--- config.mk ---
export PLATFORM = sky130hd
export DESIGN_NAME = capture_ctrl
export DESIGN_NICKNAME = d
export VERILOG_FILES = /design/src/rtl/la_pkg.sv /design/src/rtl/wrap_cntr.sv /design/src/rtl/capture_ctrl.sv
export SDC_FILE = /design/constraint.sdc
export NUM_CORES = 1
export LEC_CHECK = 0
export CORE_MARGIN = 4
export CORE_UTILIZATION = 58
export CTS_BUF_LIST = sky130_fd_sc_hd__clkbuf_4 sky130_fd_sc_hd__clkbuf_8
export DETAILED_ROUTE_END_ITERATION = 7
export GPL_ROUTABILITY_DRIVEN = 0
export GPL_TIMING_DRIVEN = 1
export PLACE_DENSITY_LB_ADDON = 0.1
export SLEW_MARGIN = 10
export SYNTH_ARGS = -nofsm -noshare
export SYNTH_HDL_FRONTEND = slang
export SYNTH_SLANG_ARGS = --single-unit
--- constraint.sdc ---
create_clock -name clk -period 3.58 [get_ports clk]
set_clock_uncertainty 0.2 [all_clocks]
set_input_delay 1.074 -clock clk [delete_from_list [all_inputs] [get_ports clk]]
set_output_delay 1.074 -clock clk [all_outputs]
set_load 0.02 [all_outputs]
--- src/rtl/la_pkg.sv ---
// rtl/la_pkg.sv - shared logic analyzer types and defaults
//
// Purpose: capture FSM state type and the default sample RAM depth.
// Shared by the capture controller and the RAM/readout blocks.
package la_pkg;

  // Default depth of the circular sample RAM, in samples.
  localparam int LA_ENTRIES = 384;

  typedef enum logic [1:0] {
    IDLE    = 2'd0,
    CAPTURE = 2'd1,
    DONE    = 2'd2
  } cap_state_t;

endpackage

--- src/rtl/wrap_cntr.sv ---
// rtl/wrap_cntr.sv - modulo-MOD counter with clear and enable
//
// Purpose: address counter that wraps from MOD-1 back to 0.
// Ports:
//   clk    in  system clock
//   rst_n  in  asynchronous active-low reset, count -> 0
//   clr    in  synchronous clear to 0, takes priority over en
//   en     in  advance by one, wrapping at MOD-1
//   count  out current count, 0..MOD-1
module wrap_cntr #(
  parameter int MOD = 384,
  parameter int W   = $clog2(MOD)
) (
  input  logic         clk,
  input  logic         rst_n,
  input  logic         clr,
  input  logic         en,
  output logic [W-1:0] count
);

  localparam logic [W-1:0] LAST = W'(MOD - 1);

  always_ff @(posedge clk or negedge rst_n) begin
    if (!rst_n) begin
      count <= '0;
    end else if (clr) begin
      count <= '0;
    end else if (en) begin
      count <= (count == LAST) ? '0 : count + 1'b1;
    end
  end

endmodule

--- src/rtl/capture_ctrl.sv ---
// rtl/capture_ctrl.sv - logic analyzer capture-side controller
//
// Purpose: drives the write side of the circular sample RAM, raises armed
// once enough pre-trigger history is stored, counts post-trigger samples
// and pulses set_capture_done when the capture is complete.
// Ports:
//   clk, rst_n        clock, asynchronous active-low reset
//   run               start pulse (IDLE only)
//   clr_done          host has read the capture (DONE only)
//   wrt_smpl          a decimated sample is valid this cycle
//   triggered         trigger level from the trigger block
//   trig_pos          post-trigger sample count, sampled at run
//   we, waddr         sample RAM write enable / address
//   armed             pre-trigger history satisfied
//   set_capture_done  one-cycle completion pulse
//   trace_end         address of the last sample written
//   capturing         state is CAPTURE
module capture_ctrl
  import la_pkg::*;
#(
  parameter int ENTRIES = LA_ENTRIES,
  parameter int ADDR_W  = $clog2(ENTRIES)
) (
  input  logic              clk,
  input  logic              rst_n,
  input  logic              run,
  input  logic              clr_done,
  input  logic              wrt_smpl,
  input  logic              triggered,
  input  logic [ADDR_W-1:0] trig_pos,
  output logic              we,
  output logic [ADDR_W-1:0] waddr,
  output logic              armed,
  output logic              set_capture_done,
  output logic [ADDR_W-1:0] trace_end,
  output logic              capturing
);

  // Counters carry one extra bit so smpl_cnt can reach ENTRIES exactly.
  localparam int CW = ADDR_W + 1;
  localparam logic [CW-1:0] ENT = CW'(ENTRIES);

  cap_state_t    state;
  logic [CW-1:0] smpl_cnt;
  logic [CW-1:0] trig_cnt;
  logic [CW-1:0] tp_reg;

  logic [CW-1:0] smpl_nxt;
  logic [CW-1:0] trig_nxt;
  logic [CW-1:0] tp_ext;
  logic [CW-1:0] tp_eff;
  logic [CW:0]   arm_sum;
  logic          start;
  logic          trig_hit;

  always_comb begin
    we       = (state == CAPTURE) && wrt_smpl;
    start    = (state == IDLE) && run;
    smpl_nxt = smpl_cnt;
    if (we && (smpl_cnt != ENT)) begin
      smpl_nxt = smpl_cnt + 1'b1;
    end
    arm_sum  = {1'b0, smpl_nxt} + {1'b0, tp_reg};
    // A trigger seen before arming is never counted.
    trig_hit = we && triggered && armed;
    trig_nxt = trig_cnt + 1'b1;
    // Clamp trig_pos to 1..ENTRIES-1.
    tp_ext   = {1'b0, trig_pos};
    if (trig_pos == '0) begin
      tp_eff = CW'(1);
    end else if (tp_ext >= ENT) begin
      tp_eff = ENT - 1'b1;
    end else begin
      tp_eff = tp_ext;
    end
  end

  wrap_cntr #(
    .MOD (ENTRIES),
    .W   (ADDR_W)
  ) u_waddr (
    .clk   (clk),
    .rst_n (rst_n),
    .clr   (start),
    .en    (we),
    .count (waddr)
  );

  always_ff @(posedge clk or negedge rst_n) begin
    if (!rst_n) begin
      state            <= IDLE;
      smpl_cnt         <= '0;
      trig_cnt         <= '0;
      tp_reg           <= CW'(1);
      armed            <= 1'b0;
      set_capture_done <= 1'b0;
      trace_end        <= '0;
      capturing        <= 1'b0;
    end else begin
      set_capture_done <= 1'b0;
      case (state)
        IDLE: begin
          if (run) begin
            state     <= CAPTURE;
            capturing <= 1'b1;
            smpl_cnt  <= '0;
            trig_cnt  <= '0;
            tp_reg    <= tp_eff;
            armed     <= 1'b0;
          end
        end
        CAPTURE: begin
          smpl_cnt <= smpl_nxt;
          if (we && (arm_sum >= {1'b0, ENT})) begin
            armed <= 1'b1;
          end
          if (trig_hit) begin
            trig_cnt <= trig_nxt;
            if (trig_nxt == tp_reg) begin
              state            <= DONE;
              capturing        <= 1'b0;
              armed            <= 1'b0;
              set_capture_done <= 1'b1;
              trace_end        <= waddr;
            end
          end
        end
        DONE: begin
          if (clr_done) begin
            state <= IDLE;
          end
        end
        default: begin
          state     <= IDLE;
          capturing <= 1'b0;
          armed     <= 1'b0;
        end
      endcase
    end
  end

endmodule

# Yosys cells after proc, flatten, opt, wreduce, memory -nomap -nowiden
# Index checks and enable logic that the tools add are counted.
# word_totals
register_bits	53
inputBits	15
output_inout_bits	22
elab_cells	69
# classes
n_addsub	4
order_cmp	2
eq_ne	9
muxes	27
bitwise_logic	1
n_reduce_logical	17
# ops
op	n
9-bit 2-to-1 mux	5
10-bit one-hot mux with 2 select lines	2
10-bit 2-to-1 mux	3
10-bit by 1-bit adder with 10-bit output (second input constant)	2
10-bit by 10-bit adder with 11-bit output	1
11-bit by 9-bit >= comparator with 1-bit output (second input constant)	1
10-bit == test	1
1-bit 2-to-1 mux	10
10-bit by 9-bit != test with 1-bit output (second input constant)	1
9-bit by 1-bit adder with 9-bit output (second input constant)	1
9-bit == test (second input constant)	1
9-bit >= comparator (second input constant)	1
9-bit logical NOT	1
2-bit 2-to-1 mux	4
4-bit AND reduction	2
1-bit logical AND	6
2-bit != test (second input constant)	3
1-bit one-hot mux with 3 select lines	2
2-bit one-hot mux with 3 select lines	1
2-bit AND reduction	3
3-bit AND reduction	2
2-bit nonzero test	2
2-bit by 1-bit == test with 1-bit output (second input constant)	1
2-bit == test (second input constant)	1
other kinds (3)	3

# Logic depth before layout (Yosys ltp)
# Gate-level depths: netlist of the first run.
# logic_depth
word_depth	11
mapped_depth	14
depth_no_buf	14

# Modules after synthesis
# A second synthesis of the first run with hierarchy kept.
# hier_totals
cells_unflattened	329
area_unflattened_um2	3164.3
# by_module_without_submodules
mod	n_inst	cells_per_inst	area_per_inst_um2	seq_area_each_um2
capture_ctrl	1	283	2691.3	1077.3
wrap_cntr	1	46	473.0	225.2

# Worst setup path after synthesis of the first run
# Ideal clock, no wire load.
# synth_path
path_kind	input to register
startpoint	input port wrt_smpl
endpoint	register armed
setup_ns	0.120
t_arrival_ns	3.570
required_time_ns	3.260
setup_slack_ns	-0.311
path_stages	13
n_path_buf	1
path_cell_list	nand3b_4 inv_1 clkbuf_1 and4_1 nand3_1 xnor2_1 ha_1 nor4_1 o221a_2 nand3_1 or3_1 mux2_2 o211a_1
# synth_between
elab_chain_len	10
word_cells_on_any_way	12
classes_between	add/sub (1); order compare (1); mux (5); reduce/logical (5)
# synth_lines
item	line	source
start: declaration	capture_ctrl.sv:28	input logic wrt_smpl,
1-bit logical AND (*)	capture_ctrl.sv:57	we = (state == CAPTURE) && wrt_smpl;
named net we	capture_ctrl.sv:31	output logic we,
1-bit logical AND	capture_ctrl.sv:60	if (we && (smpl_cnt != ENT)) begin
10-bit 2-to-1 mux	capture_ctrl.sv:60	
10-bit by 10-bit adder with 11-bit output	capture_ctrl.sv:63	arm_sum = {1'b0, smpl_nxt} + {1'b0, tp_reg};
11-bit by 9-bit >= comparator with 1-bit output	capture_ctrl.sv:114	if (we && (arm_sum >= {1'b0, ENT})) begin
1-bit logical AND	capture_ctrl.sv:114	
1-bit 2-to-1 mux	capture_ctrl.sv:114	
1-bit 2-to-1 mux	capture_ctrl.sv:119	if (trig_nxt == tp_reg) begin
1-bit 2-to-1 mux (*)	capture_ctrl.sv:117	if (trig_hit) begin
1-bit one-hot mux with 3 select lines (*)	capture_ctrl.sv:101	case (state)
end signal: assignment	capture_ctrl.sv:109	armed <= 1'b0;
end signal: assignment	capture_ctrl.sv:115	armed <= 1'b1;
end signal: assignment	capture_ctrl.sv:122	armed <= 1'b0;
end: declaration	capture_ctrl.sv:33	output logic armed,
# The timed path passes the listed nets; every way through them passes the cells marked *.
# A chain may end at the register's enable or synchronous reset.

# Worst setup path in the final report of the first run
# layout_path
startpoint	input port wrt_smpl
endpoint	register armed
# layout_between
elab_chain_len	10
word_cells_on_any_way	12
classes_between	add/sub (1); order compare (1); mux (5); reduce/logical (5)
# layout_lines
item	line
1-bit logical AND (*)	capture_ctrl.sv:57
1-bit logical AND	capture_ctrl.sv:60
10-bit 2-to-1 mux	capture_ctrl.sv:60
10-bit by 10-bit adder with 11-bit output	capture_ctrl.sv:63
11-bit by 9-bit >= comparator with 1-bit output	capture_ctrl.sv:114
1-bit logical AND	capture_ctrl.sv:114
1-bit 2-to-1 mux	capture_ctrl.sv:114
1-bit 2-to-1 mux	capture_ctrl.sv:119
1-bit 2-to-1 mux (*)	capture_ctrl.sv:117
1-bit one-hot mux with 3 select lines (*)	capture_ctrl.sv:101
# Mark *: on every way between the ends. The rest lies on a longest branch, timed or not.

==> flow_summary.ini, run 1 <==
[die]
std_cell_rows = 26
ios = 37
die_w_um = 82.1
coreArea_mm2 = 0.00520
fp.dieH_um = 82.1
die_area_mm2 = 0.00673
start_util_pct = 61.1

[setup_path]
worstPathMaxFanout = 4
critPathLaunchType = input pin
path_cells = clkbuf_2, nand3b_4, nor3b_1, xor2_1, ha_1, nor4_1, o221a_2, nand3_1, or3_1, mux2_2, o211a_1
cp.required_ns = 3.58
end_kind = flip-flop
cp_slowest_cell = nor3b_1
worstSetupEndpoint = armed$_DFFE_PN0P_
rrSetupSlack_ns = 0.23
timing.rr.start = smpl_cnt[2]$_DFFE_PN0P_
cp_data_arrival_time_ns = 3.41
slowest_delay_ns = 0.32
worstRegToRegCells = 14
crit_start = wrt_smpl
criticalPathCategory = input pin to flip-flop
reg2reg_to = armed$_DFFE_PN0P_

[synth]
synth_ff_type = dfrtp_1
yosysSeqAreaShare_pct = 41.0
synth_area_mm2 = 0.00318
postSynthNetCount = 369
synthDistinctLibCells = 56
avgSynthCellArea_um2 = 9.44
synth_edf_count = 0
ys_ff_latch = 52
synthCells = 337
yosysWarnings = 0
async_flop_share_pct = 100

[sta]
setup-violations-final = 0
hold_viol = 0
finalSetupTns_ns = 0
min_period_over_period_pct = 95.2
period_needed_ns = 3.41
relSlewSlack_pct = 60.6
max_freq_mhz = 293
slew_viol_final = 0
worstMarginPinSlew_ns = 0.584
rsz0062_at_grt = false

[placed_design]
dpl.hpwl_mm = 5.85
dp.cells = 459
numPortBuffers = 36

[global_route]
grt_pass1_wl_mm = 12.8
antenna_found_initial = 0
globalRouteMet1Util_pct = 32.7
top_usage_layer = met2
first_global_vias = 2690
gr-usage-met3_pct = 3.95
grtUsageTotal_pct = 25.0
grt_overflow_total = 0
global_route.usage.met2_pct = 42.2
grt_max_degree = 21

[clock_network]
root_buffer = clkbuf_8
cts_made_buffers = 5
worstSkewPairLatency_ns = 0.30
htree_levels = 2
clk_path_buf_depth = 2
post_cts_buffers = 0
cts_sinks = 52
clk_pin_slew_worst_paths_ns = 0.09
cts_tree = done

[routing]
vias = 2782
viasPerCell = 5.96
drt_iter0_markers = 207
ant_nets = 0
routed_wl_mm = 7.66
wl_per_cell_um = 16.4
drtPass1Iterations = 4
drc = 0

[layout]
regArea_mm2 = 0.00130
finalNetCount = 428
drive_gt1_share_pct = 16.4
diodes = 0
syn_to_final_growth_pct = 23.4
layout.cells.non_filler = 467
top_regs = smpl_cnt: 10 flops, trig_cnt: 10 flops
multi_input_area_mm2 = 0.00179
nFillCells = 388

[run_status]
status = finished, final reports clean

[flow_run]
cap_violations = 0

[power]
ir_drop_mv = 0.340
p_leak_nw = 1.77
power_density_mw_per_mm2 = 489

[worst_hold_path]
hold_path_class = flip-flop to flip-flop
critical path, delay by kind of cell:
family,cells,cell delay [ns]
XOR/XNOR,1,0.18
AO/OA/AOI/OAI,2,0.45
adder cells (fa/ha/maj),1,0.23
AND/OR/NAND/NOR,5,1.07
buffers and inverters,1,0.12
multiplexers,1,0.26
cell usage in the layout (no fill, tap or decap), types with 2 or more instances in the layout:
cell and n:
nand2b_1 4, a31oi_1 2, nor4_1 4, a21oi_1 8, dfrtp_1 51, xor2_1 11
nor4b_1 2, nor2_1 24, clkdlybuf4s50_1 33, nor2b_1 3, clkbuf_8 5, ha_2 2
and3_1 5, and2_1 4, o31ai_1 7, mux2_2 3, xnor2_1 13, a21o_1 2
nand4_1 7, o21ai_0 42, a211oi_1 4, nand2_1 33, a22o_1 4, clkinv_4 2
or3_1 4, nand4b_1 2, nand3_1 13, ha_1 14, o211ai_1 2, nor3_1 3
buf_4 27, inv_1 15, mux2_4 8
worst min-delay path by stage:
stage | from | endpoint | slack, ns | cells past startpoint
floorplan | tp_reg[5]$_DFFE_PN0P_ | tp_reg[5]$_DFFE_PN0P_ | 0.29 | 2
global placement | trace_end[7]$_DFFE_PN0P_ | trace_end[7]$_DFFE_PN0P_ | 0.29 | 1
detailed placement | trace_end[1]$_DFFE_PN0P_ | trace_end[1]$_DFFE_PN0P_ | 0.30 | 1
CTS | trace_end[1]$_DFFE_PN0P_ | trace_end[1]$_DFFE_PN0P_ | 0.32 | 1
global route | trace_end[3]$_DFFE_PN0P_ | trace_end[3]$_DFFE_PN0P_ | 0.34 | 1
finish | trace_end[1]$_DFFE_PN0P_ | trace_end[1]$_DFFE_PN0P_ | 0.31 | 1
power by group:
part,switching (mW),internal [mW],leakage [nW],total (mW)
combinational,0.340,0.330,1.03,0.669
sequential,0.164,0.682,0.681,0.845
clock,0.195,0.211,0.0583,0.406
total,0.698,1.22,1.77,1.92
cell type report:
cell class	count	area share [%]
timing repair buffer	64	14.6
tap	70	2.23
sequential	52	33.2
multi-input combinational	257	45.5
clock buffer	5	1.75
clock inverter	3	1.21
inverter	16	1.53
stage by stage:
stage          hold WS (ns)  power [mW]  worst slack [ns]  cell area, um^2  utilization [%]
2_1_floorplan         0.287        1.23           0.00282             3200                -
3_3_place_gp          0.290        1.47            -0.551             3780             72.7
3_5_place_dp          0.295        1.50            -0.604             3780             72.7
4_1_cts               0.318        1.92            0.0172             3910             75.2
5_1_grt               0.338        2.06            0.0168             3920             75.4
6_report              0.314        1.92             0.173             3920             75.4
synthesized netlist by cell type, types with 5 or more instances:
master	n	area (um^2)
mux2_4	8	120
xor2_1	11	96.3
o21ai_0	43	215
nand4_1	7	43.8
xnor2_1	13	114
nand3_1	13	65.1
ha_1	16	200
a21oi_1	10	50.1
dfrtp_1	51	1280
nor2_1	24	90.1
clkbuf_1	7	26.3
inv_1	16	60.1
o31ai_1	7	52.6
and3_1	5	31.3
nand2_1	33	124
cells by family (layout without fill, tap and decap cells):
family                   after synthesis  count (layout)  synth area share [%]
buffers and inverters                 28              88                  3.97
XOR/XNOR                              24              24                  6.61
AND/OR/NAND/NOR                      117             117                  19.2
AO/OA/AOI/OAI                         87              87                  17.2
multiplexers                          12              12                  5.15
flip-flops                            52              52                  41.0
adder cells (fa/ha/maj)               17              17                  6.92
routing by layer:
layer	wire, um	vias up
met5	0	-
met4	152	0
met3	322	14
met2	3800	86
met1	3390	1348
li1	-	1334
what timing repair did:
item | 4_1_cts | 5_1_grt
gates resized for setup | 6 | 6
setup endpoints to repair | 2 | 1
hold buffers | 0 | 0
pin swaps | 1 | 1
Note: power is estimated with default switching activity, not from simulation.
==> inputs of run 2 (changes only) <==
CTS_CLUSTER_SIZE = 25   (was unset)
==> results of run 2 <==
The final DEF is identical to that of run 1; final timing and power are the same.
==> inputs of run 3 (changes only) <==
SETUP_SLACK_MARGIN = 0.05   (was unset)
==> run 3 against run 2 <==
  * Power increased by 0.81%
  * Register-to-register slack improved by 0.02 ns
  * Sequential cell count unchanged
  * Sequential share of layout area decreased by 0.15 points
  * Cell area increased by 0.45%
  * Non-clock buffer count decreased by 1
  * Critical path type unchanged
  * Critical endpoint unchanged
==> flow_summary.ini, run 3 (synthesis results as in run 1) <==
[run_status]
status = finished, final reports clean

[worst_hold_path]
hold_start = trace_end[6]$_DFFE_PN0P_
hold_path_class = flip-flop to flip-flop
hold_end = trace_end[6]$_DFFE_PN0P_
holdPathStages = 1

[routing]
drt_iter0_markers = 154
vias = 2810
routed_wl_mm = 7.93
drc = 0
viasPerCell = 6.03
drtPass1Iterations = 4
ant_nets = 0
wl_per_cell_um = 17.0

[die]
start_util_pct = 61.1
ios = 37
fp.dieH_um = 82.1
die_w_um = 82.1
die_area_mm2 = 0.00673
std_cell_rows = 26
coreArea_mm2 = 0.00520

[clock_network]
cts_sinks = 52
clk_path_buf_depth = 2
clk_pin_slew_worst_paths_ns = 0.09
cts_tree = done
worstSkewPairLatency_ns = 0.31
htree_levels = 2
cts_hold_buf = 0
cts_made_buffers = 5
root_buffer = clkbuf_8

[sta]
hold_viol = 0
relSlewSlack_pct = 54.9
worstMarginPinSlew_ns = 0.670
slew_viol_final = 0
rsz0062_at_grt = false
min_period_over_period_pct = 93.6
max_freq_mhz = 298
setup-violations-final = 0
period_needed_ns = 3.35
finalSetupTns_ns = 0

[placed_design]
numPortBuffers = 36
dpl.hpwl_mm = 5.78

[layout]
nFillCells = 375
most-common-layout-cells = 51 x dfrtp_1, 41 x o21ai_0, 33 x nand2_1, 33 x clkdlybuf4s50_1, 26 x buf_4
diodes = 0
final_common_cell = dfrtp_1
top_regs = smpl_cnt: 10 flops, trig_cnt: 10 flops
final_core_util_pct = 75.7
drive_gt1_share_pct = 17.4
syn_to_final_growth_pct = 23.9
finalNetCount = 427

[setup_path]
worstRegToRegCells = 14
reg2reg_to = armed$_DFFE_PN0P_
cp.required_ns = 3.58
timing.critical_path.buf_inv = 3
rrSetupSlack_ns = 0.25
crit_family = compound AO/OA/AOI/OAI gates
slowest_delay_ns = 0.34
cp_data_arrival_time_ns = 3.35
critPathLaunchType = input pin
criticalPathCategory = input pin to flip-flop
path_cells = clkbuf_2, nand3b_4, a21oi_2, buf_4, xnor2_1, ha_2, inv_1, fa_1, nand2b_1, o221a_2, a21oi_2, xnor2_1, o21ai_1, o211a_1
cp_slowest_cell = fa_1
worstPathMaxFanout = 4
crit_cells = 14
end_kind = flip-flop
timing.rr.start = smpl_cnt[5]$_DFFE_PN0P_

[global_route]
antenna_found_initial = 0
grt_overflow_total = 0
grt_pass1_wl_mm = 12.6
grtUsageTotal_pct = 24.8
first_global_vias = 2606
grt_max_degree = 20

[power]
power_density_mw_per_mm2 = 491
ir_drop_mv = 0.338
power_mw = 1.94
p_leak_nw = 1.78

[flow_run]
cap_violations = 0
run 3: power by group:
group | internal, mW | switching [mW] | total (mW) | leakage [nW]
combinational | 0.346 | 0.349 | 0.695 | 1.04
sequential | 0.682 | 0.156 | 0.838 | 0.681
clock | 0.207 | 0.197 | 0.404 | 0.0541
total | 1.23 | 0.701 | 1.94 | 1.78
run 3: final cells by class:
type	count	area (um^2)	area share (%)
tap	70	87.6	2.22
timing repair buffer	63	564	14.3
inverter	16	62.6	1.59
sequential	52	1300	33.0
multi-input combinational	257	1810	46.0
clock buffer	5	68.8	1.75
clock inverter	3	42.5	1.08
run 3: routing by layer:
metal  part of all wire [%]  global-route usage, %
met5                      0                      0
met2                     50                   41.8
met4                    2.4                   10.3
met1                     43                   31.4
met3                    5.0                   4.28
run 3: repair_timing:
action / in CTS / in global routing
resized for setup: 6 / 13
setup endpoints to repair: 2 / 1
pin swaps: 0 / 4
setup buffers: 0 / 1
run 3: how the worst max path moves through the flow:
stage | start | end | slack, ns
after global routing | smpl_cnt[0]$_DFFE_PN0P_ | armed$_DFFE_PN0P_ | 0.07
after detailed placement | wrt_smpl | armed$_DFFE_PN0P_ | -0.56
after global placement | wrt_smpl | armed$_DFFE_PN0P_ | -0.48
final | wrt_smpl | armed$_DFFE_PN0P_ | 0.23
after CTS | wrt_smpl | armed$_DFFE_PN0P_ | 0.07
after floorplan | wrt_smpl | armed$_DFFE_PN0P_ | 0.003
run 3: stage by stage:
step           setup WS, ns  hold slack [ns]  instance area (um^2)  std cells
2_1_floorplan       0.00282            0.287                  3200        337
3_3_place_gp         -0.475            0.289                  3770        457
3_5_place_dp         -0.563            0.296                  3770        457
4_1_cts              0.0681            0.320                  3890        465
5_1_grt              0.0744            0.334                  3940        466
6_report              0.228            0.316                  3940        466
